===== config.mk =====
export PLATFORM = sky130hd
export DESIGN_NAME = sram_cascade
export DESIGN_NICKNAME = d
export VERILOG_FILES = /design/src/rtl/sram_cascade_pkg.sv /design/src/rtl/sram_lane.sv /design/src/rtl/sram_cascade.sv
export SDC_FILE = /design/constraint.sdc
export NUM_CORES = 1
export LEC_CHECK = 0
export BUFFER_PORTS_ARGS = -buffer_cell sky130_fd_sc_hd__buf_2
export CAP_MARGIN = 25
export CELL_PAD_IN_SITES_DETAIL_PLACEMENT = 0
export CELL_PAD_IN_SITES_GLOBAL_PLACEMENT = 1
export CORE_UTILIZATION = 51
export CTS_CLUSTER_DIAMETER = 50
export DETAILED_ROUTE_END_ITERATION = 10
export GPL_ROUTABILITY_DRIVEN = 0
export GPL_TIMING_DRIVEN = 1
export PLACE_DENSITY = 0.81
export SETUP_SLACK_MARGIN = 0.4
export SYNTH_ARGS = -nofsm -noshare
export SYNTH_HDL_FRONTEND = slang
export SYNTH_SLANG_ARGS = --single-unit

===== constraint.sdc =====
create_clock -name clk -period 2.9 [get_ports clk]
set_clock_uncertainty 0.15 [all_clocks]
set_input_delay 0.435 -clock clk [delete_from_list [all_inputs] [get_ports clk]]
set_output_delay 0.435 -clock clk [all_outputs]
set_load 0.02 [all_outputs]

===== src/rtl/sram_cascade_pkg.sv =====
// Shared types and default geometry for the cascaded SRAM block.
package sram_cascade_pkg;

  typedef enum logic {
    INIT,
    IDLE
  } cascadeStateT;

  localparam int unsigned DEF_LANE_W = 4;
  localparam int unsigned DEF_LANES  = 2;
  localparam int unsigned DEF_ADDR_W = 3;
  localparam int unsigned DEF_BANK_W = 1;

endpackage


===== src/rtl/sram_lane.sv =====
// One lane of one bank: synchronous-write array with a registered read port.
module sram_lane #(
  parameter int unsigned WIDTH  = 4,
  parameter int unsigned ADDR_W = 3
) (
  input  logic              clk,
  input  logic              reset,
  input  logic              writeEn,
  input  logic              readEn,
  input  logic [ADDR_W-1:0] addr,
  input  logic [WIDTH-1:0]  wdata,
  output logic [WIDTH-1:0]  rdata
);

  logic [WIDTH-1:0] mem [2**ADDR_W];

  // Storage write; contents are cleared by the controller's init sweep, not by reset.
  always_ff @(posedge clk) begin
    if (writeEn) mem[addr] <= wdata;
  end

  // Registered read; holds its value between reads.
  always_ff @(posedge clk) begin
    if (reset)       rdata <= '0;
    else if (readEn) rdata <= mem[addr];
  end

endmodule


===== src/rtl/sram_cascade.sv =====
// Horizontally (lanes) and vertically (banks) cascaded SRAM with an init clear sweep.
// Optional per-lane even parity: define SRAM_CASCADE_PARITY_EN.
module sram_cascade
  import sram_cascade_pkg::*;
#(
  parameter int unsigned LANE_W = DEF_LANE_W,
  parameter int unsigned LANES  = DEF_LANES,
  parameter int unsigned ADDR_W = DEF_ADDR_W,
  parameter int unsigned BANK_W = DEF_BANK_W
) (
  input  logic                      clk,
  input  logic                      reset,
  input  logic                      chipSelect,
  input  logic                      writeEnable,
  input  logic [LANES-1:0]          laneEnable,
  input  logic [BANK_W+ADDR_W-1:0]  address,
  input  logic [LANE_W*LANES-1:0]   dataIn,
  output logic [LANE_W*LANES-1:0]   dataOut,
  output logic                      ready,
  output logic                      dataValid
`ifdef SRAM_CASCADE_PARITY_EN
  ,
  output logic [LANES-1:0]          parityErr
`endif
);

  localparam int unsigned BANKS = 2**BANK_W;
  localparam int unsigned TOTAL = 2**(BANK_W+ADDR_W);
  localparam int unsigned CNT_W = BANK_W+ADDR_W+1;
`ifdef SRAM_CASCADE_PARITY_EN
  localparam int unsigned PW = LANE_W+1;
`else
  localparam int unsigned PW = LANE_W;
`endif

  cascadeStateT      state, nextState;
  logic [CNT_W-1:0]  cnt;
  logic              initWr;
  logic              accept;
  logic              acceptRd;
  logic [BANK_W-1:0] reqBank;
  logic [BANK_W-1:0] initBank;
  logic [BANK_W-1:0] rdBank;
  logic [ADDR_W-1:0] memAddr;

  logic [LANES-1:0]  bankWe [BANKS];
  logic              bankRe [BANKS];
  logic [PW-1:0]     laneWdata [LANES];
  logic [PW-1:0]     rdWord [BANKS][LANES];

  // State register.
  always_ff @(posedge clk) begin
    if (reset) state <= INIT;
    else       state <= nextState;
  end

  // Next state and control; the counter runs one past the last location so
  // IDLE is entered the cycle after the final clear.
  always_comb begin
    nextState = state;
    ready     = 1'b0;
    initWr    = 1'b0;
    case (state)
      INIT: begin
        if (cnt == CNT_W'(TOTAL)) nextState = IDLE;
        else                      initWr    = !reset;
      end
      IDLE: ready = 1'b1;
      default: nextState = INIT;
    endcase
  end

  // Init sweep counter.
  always_ff @(posedge clk) begin
    if (reset)                                   cnt <= '0;
    else if (state == INIT && cnt != CNT_W'(TOTAL)) cnt <= cnt + 1'b1;
  end

  assign accept   = chipSelect && ready && !reset;
  assign acceptRd = accept && !writeEnable;
  assign reqBank  = address[ADDR_W +: BANK_W];
  assign initBank = cnt[ADDR_W +: BANK_W];
  assign memAddr  = initWr ? cnt[ADDR_W-1:0] : address[ADDR_W-1:0];

  // Per-lane write data and per-bank/lane strobes.
  always_comb begin
    for (int unsigned k = 0; k < LANES; k++) begin
      laneWdata[k] = '0;
`ifdef SRAM_CASCADE_PARITY_EN
      if (!initWr) laneWdata[k] = {^dataIn[k*LANE_W +: LANE_W], dataIn[k*LANE_W +: LANE_W]};
`else
      if (!initWr) laneWdata[k] = dataIn[k*LANE_W +: LANE_W];
`endif
    end
    for (int unsigned b = 0; b < BANKS; b++) begin
      bankRe[b] = acceptRd && (reqBank == BANK_W'(b));
      for (int unsigned k = 0; k < LANES; k++) begin
        bankWe[b][k] = (initWr && (initBank == BANK_W'(b))) ||
                       (accept && writeEnable && laneEnable[k] && (reqBank == BANK_W'(b)));
      end
    end
  end

  // Read-completion strobe and the bank that supplies dataOut.
  always_ff @(posedge clk) begin
    if (reset) begin
      dataValid <= 1'b0;
      rdBank    <= '0;
    end else begin
      dataValid <= acceptRd;
      if (acceptRd) rdBank <= reqBank;
    end
  end

  for (genvar b = 0; b < int'(BANKS); b++) begin : gBank
    for (genvar k = 0; k < int'(LANES); k++) begin : gLane
      sram_lane #(.WIDTH(PW), .ADDR_W(ADDR_W)) uLane (
        .clk    (clk),
        .reset  (reset),
        .writeEn(bankWe[b][k]),
        .readEn (bankRe[b]),
        .addr   (memAddr),
        .wdata  (laneWdata[k]),
        .rdata  (rdWord[b][k])
      );
    end
  end

  // Output select from the registered lane words; holds because lane registers
  // and rdBank only change on a read.
  always_comb begin
    dataOut = '0;
`ifdef SRAM_CASCADE_PARITY_EN
    parityErr = '0;
`endif
    for (int unsigned k = 0; k < LANES; k++) begin
      dataOut[k*LANE_W +: LANE_W] = rdWord[rdBank][k][LANE_W-1:0];
`ifdef SRAM_CASCADE_PARITY_EN
      parityErr[k] = dataValid && (^rdWord[rdBank][k]);
`endif
    end
  end

endmodule


---- Word level (Yosys, flattened, before mapping) ----
Memory sizes are Yosys's and may differ from the RTL's. A register that Yosys moved wholly into a read port is not among the register bits.
Index checks and enable logic that the tools add are counted.
word-level totals
  register bits ........................... 8
  bits in latches ......................... 0
  bits in writable memories ............... 128
  ROM bits ................................ 0
  input bits .............................. 18
  output and inout bits ................... 10
  logic and storage cells ................. 56
  memories ................................ 4
cells by class
  add/sub/neg operators ................... 1
  multiply operators ...................... 0
  divide/modulo/power cells ............... 0
  order comparisons ....................... 1
  eq/ne operators ......................... 2
  shift operators ......................... 0
  mux-type cells .......................... 19
  bitwise operators ....................... 4
  reductions and logical operators ........ 21
memories
  name                         depth  bits a word  read ports  clocked after memory_dff  wr ports  line             RTL
  gBank[0].gLane[0].uLane.mem  8      4            1           1                         1         sram_lane.sv:15  logic [WIDTH-1:0] mem [2**ADDR_W];
  gBank[0].gLane[1].uLane.mem  8      4            1           1                         1         sram_lane.sv:15
  gBank[1].gLane[0].uLane.mem  8      4            1           1                         1         sram_lane.sv:15
  gBank[1].gLane[1].uLane.mem  8      4            1           1                         1         sram_lane.sv:15
operator list
  kind                   number
  $mux W8                3
  $logic_and A1 B1 Y1    15
  $mux W1                13
  $mux W4                2
  $add A5 B1 Y5 const B  1
  $eq A5 B5 Y1 const B   1
  $ne A5 B5 Y1 const B   1
  $logic_or A1 B1 Y1     4
  $mux W3                1
  $not A1 Y1             3
  $ge A2 B2 Y1 const B   1
  $logic_not A1 Y1       2
  $not A1 Y2             1

---- Logic depth before layout (Yosys ltp) ----
Gate-level depths: netlist (run 1).
  word-level depth ........................ 9
  mapped depth ............................ 11
  mapped depth without buffers ............ 8

---- Hierarchy ----
Synthesis (run 1) repeated with hierarchy kept, for this count alone.
unflattened totals
  cell total of the unflattened synthesis .. 452
  area, all modules ....................... 6,406.1 µm²
by module, submodules not included
  module        instances  cells an instance  area an instance (µm²)  sequential area each (µm²)
  sram_lane     4          95                 1,426.4                 1,041.0
  sram_cascade  1          72                 700.7                   160.2

---- Worst setup path after synthesis (run 1) ----
Ideal clock, no wire load.
  path type ............................... reg-to-reg
  start point ............................. register cnt[0]
  end point ............................... register gBank[1].gLane[1].uLane.rdata[0] (read register of gBank[1].gLane[1].uLane.mem)
  library setup time ...................... 140 ps
  arrival ................................. 2,279 ps
  data required time ...................... 2,610 ps
  setup slack ............................. 331 ps
  stages on the path, launching flop included .. 11
  buffers on the path ..................... 2
  period minus slack after synthesis ...... 2,569 ps
  path through ............................ dfxtp_1 > clkbuf_1 > inv_1 > ha_1 > nor4bb_4 > nor3_2 > nor3b_1 > a31o_2 > buf_6 > a222oi_1 > a311oi_2
between the ends
  cells in the longest elaborated chain, start to end .. 4
RTL lines
  item                    line                RTL
  from (decl)             sram_cascade.sv:37  logic [CNT_W-1:0] cnt;
  from (signal assigned)  sram_cascade.sv:76  else if (state == INIT && cnt != CNT_W'(TOTAL)) cnt <= cnt + 1'b1;
  $eq A5 B5 Y1            sram_cascade.sv:65  if (cnt == CNT_W'(TOTAL)) nextState = IDLE;
  $mux W1                 sram_cascade.sv:65
  $mux W1                 sram_cascade.sv:63  case (state)
  $mux W3 (*)             sram_cascade.sv:83  assign memAddr = initWr ? cnt[ADDR_W-1:0] : address[ADDR_W-1:0];
  to (decl)               sram_lane.sv:12     output logic [WIDTH-1:0] rdata
Every way passes the cells marked *; elsewhere a longest branch is shown, timed or not.
A chain may end at the register's enable or synchronous reset.

---- Final worst setup path (run 1) ----
  start point ............................. register cnt[1]
  end point ............................... memory gBank[1].gLane[1].uLane.mem[3][2], enable pin
between the ends
  cells in the longest elaborated chain, start to end .. 7
  elaborated cells on any way between the ends .. 8
  those cells by class .................... 1 x eq/ne; 5 x mux; 2 x reduce/logical
RTL lines
  item                           line                RTL
  $eq A5 B5 Y1                   sram_cascade.sv:65
  $mux W1                        sram_cascade.sv:65
  $mux W1                        sram_cascade.sv:63
  $logic_and A1 B1 Y1            sram_cascade.sv:98  bankWe[b][k] = (initWr && (initBank == BANK_W'(b))) ||
  $logic_or A1 B1 Y1             sram_cascade.sv:98
  $mux W1                        sram_lane.sv:19     if (writeEn) mem[addr] <= wdata;
  $mux W1 (implied by the code)  sram_lane.sv:19
  to (decl)                      sram_lane.sv:15
Several ways; a longest one is shown, not always the timed one.

==> results.tsv, run 1 <==
stage	metric	value	unit
status	status	complete, no violations	
pwr	P_int	0.00388	W
clock_tree	Hold Buf Count CTS	0	
yosys	EDFF count, synth	128	
setup_path	Setup CP Type	flop to flop	
placed_design	worst slack at placement	0.182	ns
layout	Fill cells	847	
layout	leading cell type in the layout, fill and taps excluded	edfxtp_1	
setup_path	Crit. End Element	flop	
yosys	FFs w/ async S/R, synth	0	
die	Die Span X	112	um
job	Max-cap violations	0	
sta	final setup vio count	0	
worst_hold_path	Hold Path Class	input port to flop	
yosys	Syn. warnings	0	
worst_hold_path	Hold Startpoint	writeEnable	
routing	Routed WL	14500	um
setup_path	Worst Path Required	2.84	ns
placed_design	DP HPWL	9420	um
setup_path	WP data arrival	2.45	ns
routing	DR iter-0 viols	413	
setup_path	Slowest-stage cell, CP	nor3b_1	
clock_tree	Worst-path clk slew	0.06	ns
die	die height	112	um
die	FP Rows	39	
setup_path	FF-to-FF End	gBank[1].gLane[1].uLane.mem[3][2]	
placed_design	Port Buffers	27	
yosys	Yosys top cell by area	edfxtp_1	
setup_path	CP startpoint kind	flop	
layout	most frequent cells in the layout	edfxtp_1, nor2_1, a21oi_1	
pwr	switching power	0.00108	W
sta	fmax	397	MHz
setup_path	crit-path cells	inv_1 -> ha_4 -> nor4bb_4 -> nor3_4 -> nor3b_1 -> a31oi_2 -> nor2_1	
yosys	largest cells by area after synthesis	edfxtp_1, dfxtp_1, nor2_1	
die	io pins	28	
setup_path	R2R Path Start	cnt[1]	
die	core area	11700	sq um
clock_tree	clk buf depth	2	
yosys	register area share after synthesis	0.696	
yosys	Yosys cell types	53	
global_route	initial antenna violation count	0	
routing	post-DR vias/cell	6.30	
sta	Worst slew margin	0.540	
sta	Final WS setup	0.384	ns
clock_tree	number of H-tree levels	4	
routing	WL/cell	23.2	um
die	Initial Util	0.533	
layout	n_diodes	0	
clock_tree	clock latency at the later pin of the worst-skew pair	0.42	ns
pwr	sequential power share	0.487	
yosys	Synth Instances	429	
layout	final instance area	7300	sq um
global_route	pin count of the biggest net entering global routing	35	
sta	final period utilization	0.868	
yosys	Yosys top cell area share	0.619	
pwr	leakage power	2.43	nW
yosys	Main synth FF type	edfxtp_1	
sta	Final min period	2.52	ns
clock_tree	CTS tree	yes	
worst_hold_path	WHS Path Cells	2	
yosys	Post-Syn Nets	449	
setup_path	Reg2Reg Depth	7	
sta	RSZ-0062 raised after global routing	yes	
sta	Setup TNS	0	ns
yosys	Synth Register Bits	152	
clock_tree	Num CTS Buffers	17	
sta	max-slew violations	0	
pwr	clock network power share	0.435	
global_route	first-pass GRT wire length	22100	um
pwr	switching share of total power	0.218	
yosys	Mapped Avg Cell Area	14.5	sq um
sta	worst slew pin tran	0.690	ns
routing	DRT Pass-1 Iters	5	
setup_path	R2R setup slack	0.38	ns
clock_tree	CTS Root Buffer Type	clkbuf_16	
yosys	synthesized area	6210	sq um
setup_path	CP max stage delay	0.46	ns
global_route	vias in the first global route	3769	
layout	Synth-to-Final Area Change	17.5	%
sta	Final Hold Vio Count	0	
global_route	remaining global-route overflow	0	
placed_design	placed cell areas	6460	sq um
setup_path	CP Max Fanout	8	
worst_hold_path	Hold EP	dataValid	
routing	Final ANT Viol Nets	0	
die	die footprint	12600	sq um
pwr	VDD IR max	0.389	mV
layout	share of layout cells above drive strength 1	0.282	
routing	DR DRC count	0	
pwr	combinational share of power	0.078	
global_route	Total GRT Usage	0.247	
layout	nets	489	
routing	DR vias	3939	
clock_tree	CTS sink count	152	
pwr	pwr/cell area	680	nW/um^2
[flip-flops by register name, summed over array words and instances (netlist names)]
name                     cells
rdBank                       1
gBank.gLane.uLane.rdata     16
state                        1
gBank.gLane.uLane.mem      128
dataValid                    1
cnt                          5
[worst max-delay path by stage]
stage / from / to / slack (ns)
after floorplan: cnt[0] / gBank[1].gLane[1].uLane.rdata[0] / 0.46
after global placement: reset / gBank[0].gLane[1].uLane.mem[1][2] / 0.20
after detailed placement: cnt[1] / gBank[0].gLane[1].uLane.mem[4][1] / 0.18
after CTS: cnt[1] / gBank[1].gLane[0].uLane.rdata[3] / 0.40
after global routing: cnt[1] / gBank[1].gLane[1].uLane.mem[3][2] / 0.27
final: cnt[1] / gBank[1].gLane[1].uLane.mem[3][2] / 0.38
[worst max-delay path: cells and delay by family, from the launching register on]
| kind | cells | cell delay [ns] |
|---|---|---|
| buffers and inverters | 1 | 0.12 |
| AOI/OAI and AO/OA | 1 | 0.18 |
| adders and majority gates | 1 | 0.16 |
| DFF | 1 | 0.35 |
| and+or+nand+nor | 4 | 1.20 |
[final cells by class]
class / count / area (sq um) / share of cell area
multi-input cells: 251 / 1890 / 0.259
repair buffers: 45 / 299 / 0.0410
well taps: 143 / 179 / 0.0245
clock buffers: 26 / 532 / 0.0729
inverters: 2 / 7.51 / 0.00103
flip-flops and latches: 152 / 4330 / 0.593
clock inverters: 6 / 60.1 / 0.00823
[what timing repair did]
action | 4_1_cts | 5_1_grt
setup buffers | 5 | 3
setup endpoints to repair | 132 | 144
pin swaps | 4 | 4
resized for setup | 22 | 27
cloned | 1 | 0
[synthesized netlist by cell type, types with 3 or more instances]
| cell type | instances |
|---|---|
| a22oi_1 | 13 |
| nand2b_1 | 3 |
| a21o_1 | 7 |
| edfxtp_1 | 128 |
| a21oi_1 | 29 |
| nand3_1 | 4 |
| dfxtp_1 | 24 |
| buf_6 | 4 |
| nand2_1 | 18 |
| buf_4 | 6 |
| a221oi_1 | 10 |
| a222oi_1 | 6 |
| nor2_1 | 57 |
| o21ai_0 | 9 |
| clkbuf_1 | 6 |
| buf_2 | 6 |
| a221o_1 | 6 |
| buf_1 | 3 |
| and2_1 | 10 |
| mux2_2 | 16 |
| a211oi_1 | 3 |
| a22o_1 | 9 |
| a311oi_1 | 12 |
[routing by layer]
layer,up-vias,global-route usage,share of wire
met5,-,0,0
met2,180,0.367,0.46
met1,1955,0.341,0.43
li1,1782,-,-
met3,22,0.0713,0.088
met4,0,0.104,0.020
[power groups by stage]
stage	combinational, W	sequential [W]	clock [W]
final	0.000388	0.00241	0.00216
after global routing	0.000408	0.00242	0.00227
after CTS	0.000359	0.00241	0.00217
after detailed placement	0.000331	0.00246	0
after global placement	0.000330	0.00246	0
after floorplan	0.000229	0.00245	0
[kinds of logic after synthesis]
group           count (synthesis)  synth area share
compound gates                119             0.146
xor+xnor                        3           0.00423
fa+ha+maj                       2           0.00403
buf+inv                        27            0.0260
flops                         152             0.696
mux                            18            0.0351
simple gates                  108            0.0880
[per-stage QoR]
step / cells / utilization / hold WS [ns] / total power (W)
floorplan: 429 / - / 0.323 / 0.00268
global placement: 584 / 0.554 / 0.344 / 0.00279
detailed placement: 584 / 0.554 / 0.342 / 0.00279
CTS: 622 / 0.616 / 0.0665 / 0.00494
global route: 625 / 0.626 / 0.0792 / 0.00509
finish: 625 / 0.626 / 0.0749 / 0.00496
Note: power is estimated with default switching activity, not from simulation.
==> inputs of run 2 (changes only) <==
- CORE_UTILIZATION: 51 -> 53
- CTS_BUF_LIST: unset -> sky130_fd_sc_hd__clkbuf_8
- PLACE_DENSITY: 0.81 -> 0.84
==> results.tsv, run 2 (synthesis results as in run 1) <==
stage	metric	value	unit
sta	max-slew violations	0	
status	status	complete, no violations	
layout	Biggest register	gBank.gLane.uLane.mem	
sta	final setup vio count	0	
routing	DRT Pass-1 Iters	6	
layout	nets	494	
sta	hold slack final	0.0627	ns
pwr	VDD IR max	0.311	mV
global_route	M2 GR Usage	0.379	
clock_tree	Num CTS Buffers	17	
layout	leading cell type in the layout, fill and taps excluded	edfxtp_1	
die	Initial Util	0.544	
sta	final period utilization	0.834	
global_route	remaining global-route overflow	0	
layout	largest registers	gBank.gLane.uLane.mem (128), gBank.gLane.uLane.rdata (16), cnt (5)	
die	die footprint	12200	sq um
global_route	initial antenna violation count	0	
routing	DR vias	4039	
die	io pins	28	
layout	Synth-to-Final Area Change	17.0	%
layout	share of layout cells above drive strength 1	0.304	
sta	Setup TNS	0	ns
die	core area	11400	sq um
global_route	gr busiest metal	met2	
clock_tree	CTS Root Buffer Type	clkbuf_8	
die	FP Rows	39	
placed_design	DP HPWL	9510	um
routing	WL/cell	22.9	um
setup_path	Worst Path Required	2.85	ns
sta	RSZ-0062 raised after global routing	yes	
worst_hold_path	Hold Path Class	input port to flop	
layout	n_diodes	0	
routing	Routed WL	14400	um
routing	post-DR vias/cell	6.41	
sta	Final Hold Vio Count	0	
global_route	vias in the first global route	3738	
routing	Final ANT Viol Nets	0	
global_route	pin count of the biggest net entering global routing	35	
layout	most frequent cells in the layout	edfxtp_1, nor2_1, a21oi_1	
setup_path	CP startpoint kind	flop	
setup_path	CP Max Fanout	8	
clock_tree	clock latency at the later pin of the worst-skew pair	0.44	ns
sta	Worst slew margin	0.564	
pwr	pwr/cell area	617	nW/um^2
setup_path	Setup CP Type	flop to flop	
job	Max-cap violations	0	
clock_tree	CTS sink count	152	
die	die height	110	um
clock_tree	clk buf depth	2	
routing	DR iter-0 viols	452	
global_route	met3 Resource Use GR	0.0529	
sta	Final min period	2.42	ns
clock_tree	CTS tree	yes	
die	Die Span X	110	um
clock_tree	Worst-path clk slew	0.08	ns
layout	max FFs per register	128	
clock_tree	number of H-tree levels	4	
sta	fmax	414	MHz
setup_path	Crit. End Element	flop	
global_route	first-pass GRT wire length	20700	um
global_route	GR Util met1	0.343	
routing	DR DRC count	0	
placed_design	Port Buffers	27	
global_route	Total GRT Usage	0.245	
setup_path	WP data arrival	2.37	ns
sta	worst slew pin tran	0.655	ns
pwr	leakage power	2.41	nW
==> run 2: cell count changes in the layout (fill, tap and decap cells not counted), moves of 3 or more <==
| cell | before | now |
|---|---|---|
| nor2_4 | 4 | 9 |
| clkbuf_1 | 4 | 0 |
| buf_4 | 15 | 18 |
| nor2_2 | 21 | 13 |
| nor2_1 | 33 | 36 |
| clkbuf_8 | 3 | 17 |
| clkbuf_16 | 19 | 1 |
| bufinv_16 | 1 | 4 |
==> run 2: layer usage <==
metal | up-vias | share of wire
met5 | - | 0
met2 | 216 | 0.48
met3 | 31 | 0.087
met1 | 2012 | 0.42
met4 | 0 | 0.019
li1 | 1780 | -
==> run 2: path summary, 6_finish.rpt <==
check	startpoint	endpoint	slack, ns	cells after the start
setup reg to reg	cnt[1]	gBank[0].gLane[0].uLane.mem[2][1]	0.48	7
hold reg to reg	gBank[1].gLane[0].uLane.rdata[1]	gBank[1].gLane[0].uLane.rdata[1]	0.36	2
hold / removal	writeEnable	dataValid	0.06	2
setup / recovery	cnt[1]	gBank[0].gLane[0].uLane.mem[2][1]	0.48	7
==> run 2: cell type report <==
class	count	area (sq um)
tap	143	179
fill	801	4150
inverter	2	7.51
sequential	152	4330
multi-input combinational	251	1970
timing repair buffer	50	367
clock inverter	15	185
clock buffer	17	234
==> run 2: what timing repair did <==
item                       4_1_cts  5_1_grt
pin swaps                        4       10
hold endpoints to repair         0        0
setup endpoints to repair      136      144
gates resized for setup         31       32
setup buffers                    2        4
cloned                           0        2
hold buffers                     0        0
==> run 2: report_power, final <==
group | switching [W] | internal [W]
Clock | 0.000753 | 0.000924
Combinational | 0.000255 | 0.000139
Sequential | 0.0000133 | 0.00240
==> run 2: worst max-delay path, cell delays in order, from the launching register on <==
cell and delay, ns:
dfxtp_2 0.36, inv_2 0.09, ha_4 0.16, nor4bb_4 0.28, nor3_4 0.11, buf_4 0.19
o31a_1 0.39, nor2_1 0.35
==> run 2: stage by stage <==
step | cell area [sq um] | power [W] | utilization | instances | setup slack (ns)
2_1_floorplan | 6210 | 0.00268 | - | 429 | 0.464
3_3_place_gp | 6500 | 0.00279 | 0.570 | 590 | 0.256
3_5_place_dp | 6500 | 0.00279 | 0.570 | 590 | 0.186
4_1_cts | 7040 | 0.00445 | 0.617 | 624 | 0.379
5_1_grt | 7260 | 0.00460 | 0.636 | 630 | 0.313
6_report | 7260 | 0.00448 | 0.636 | 630 | 0.482
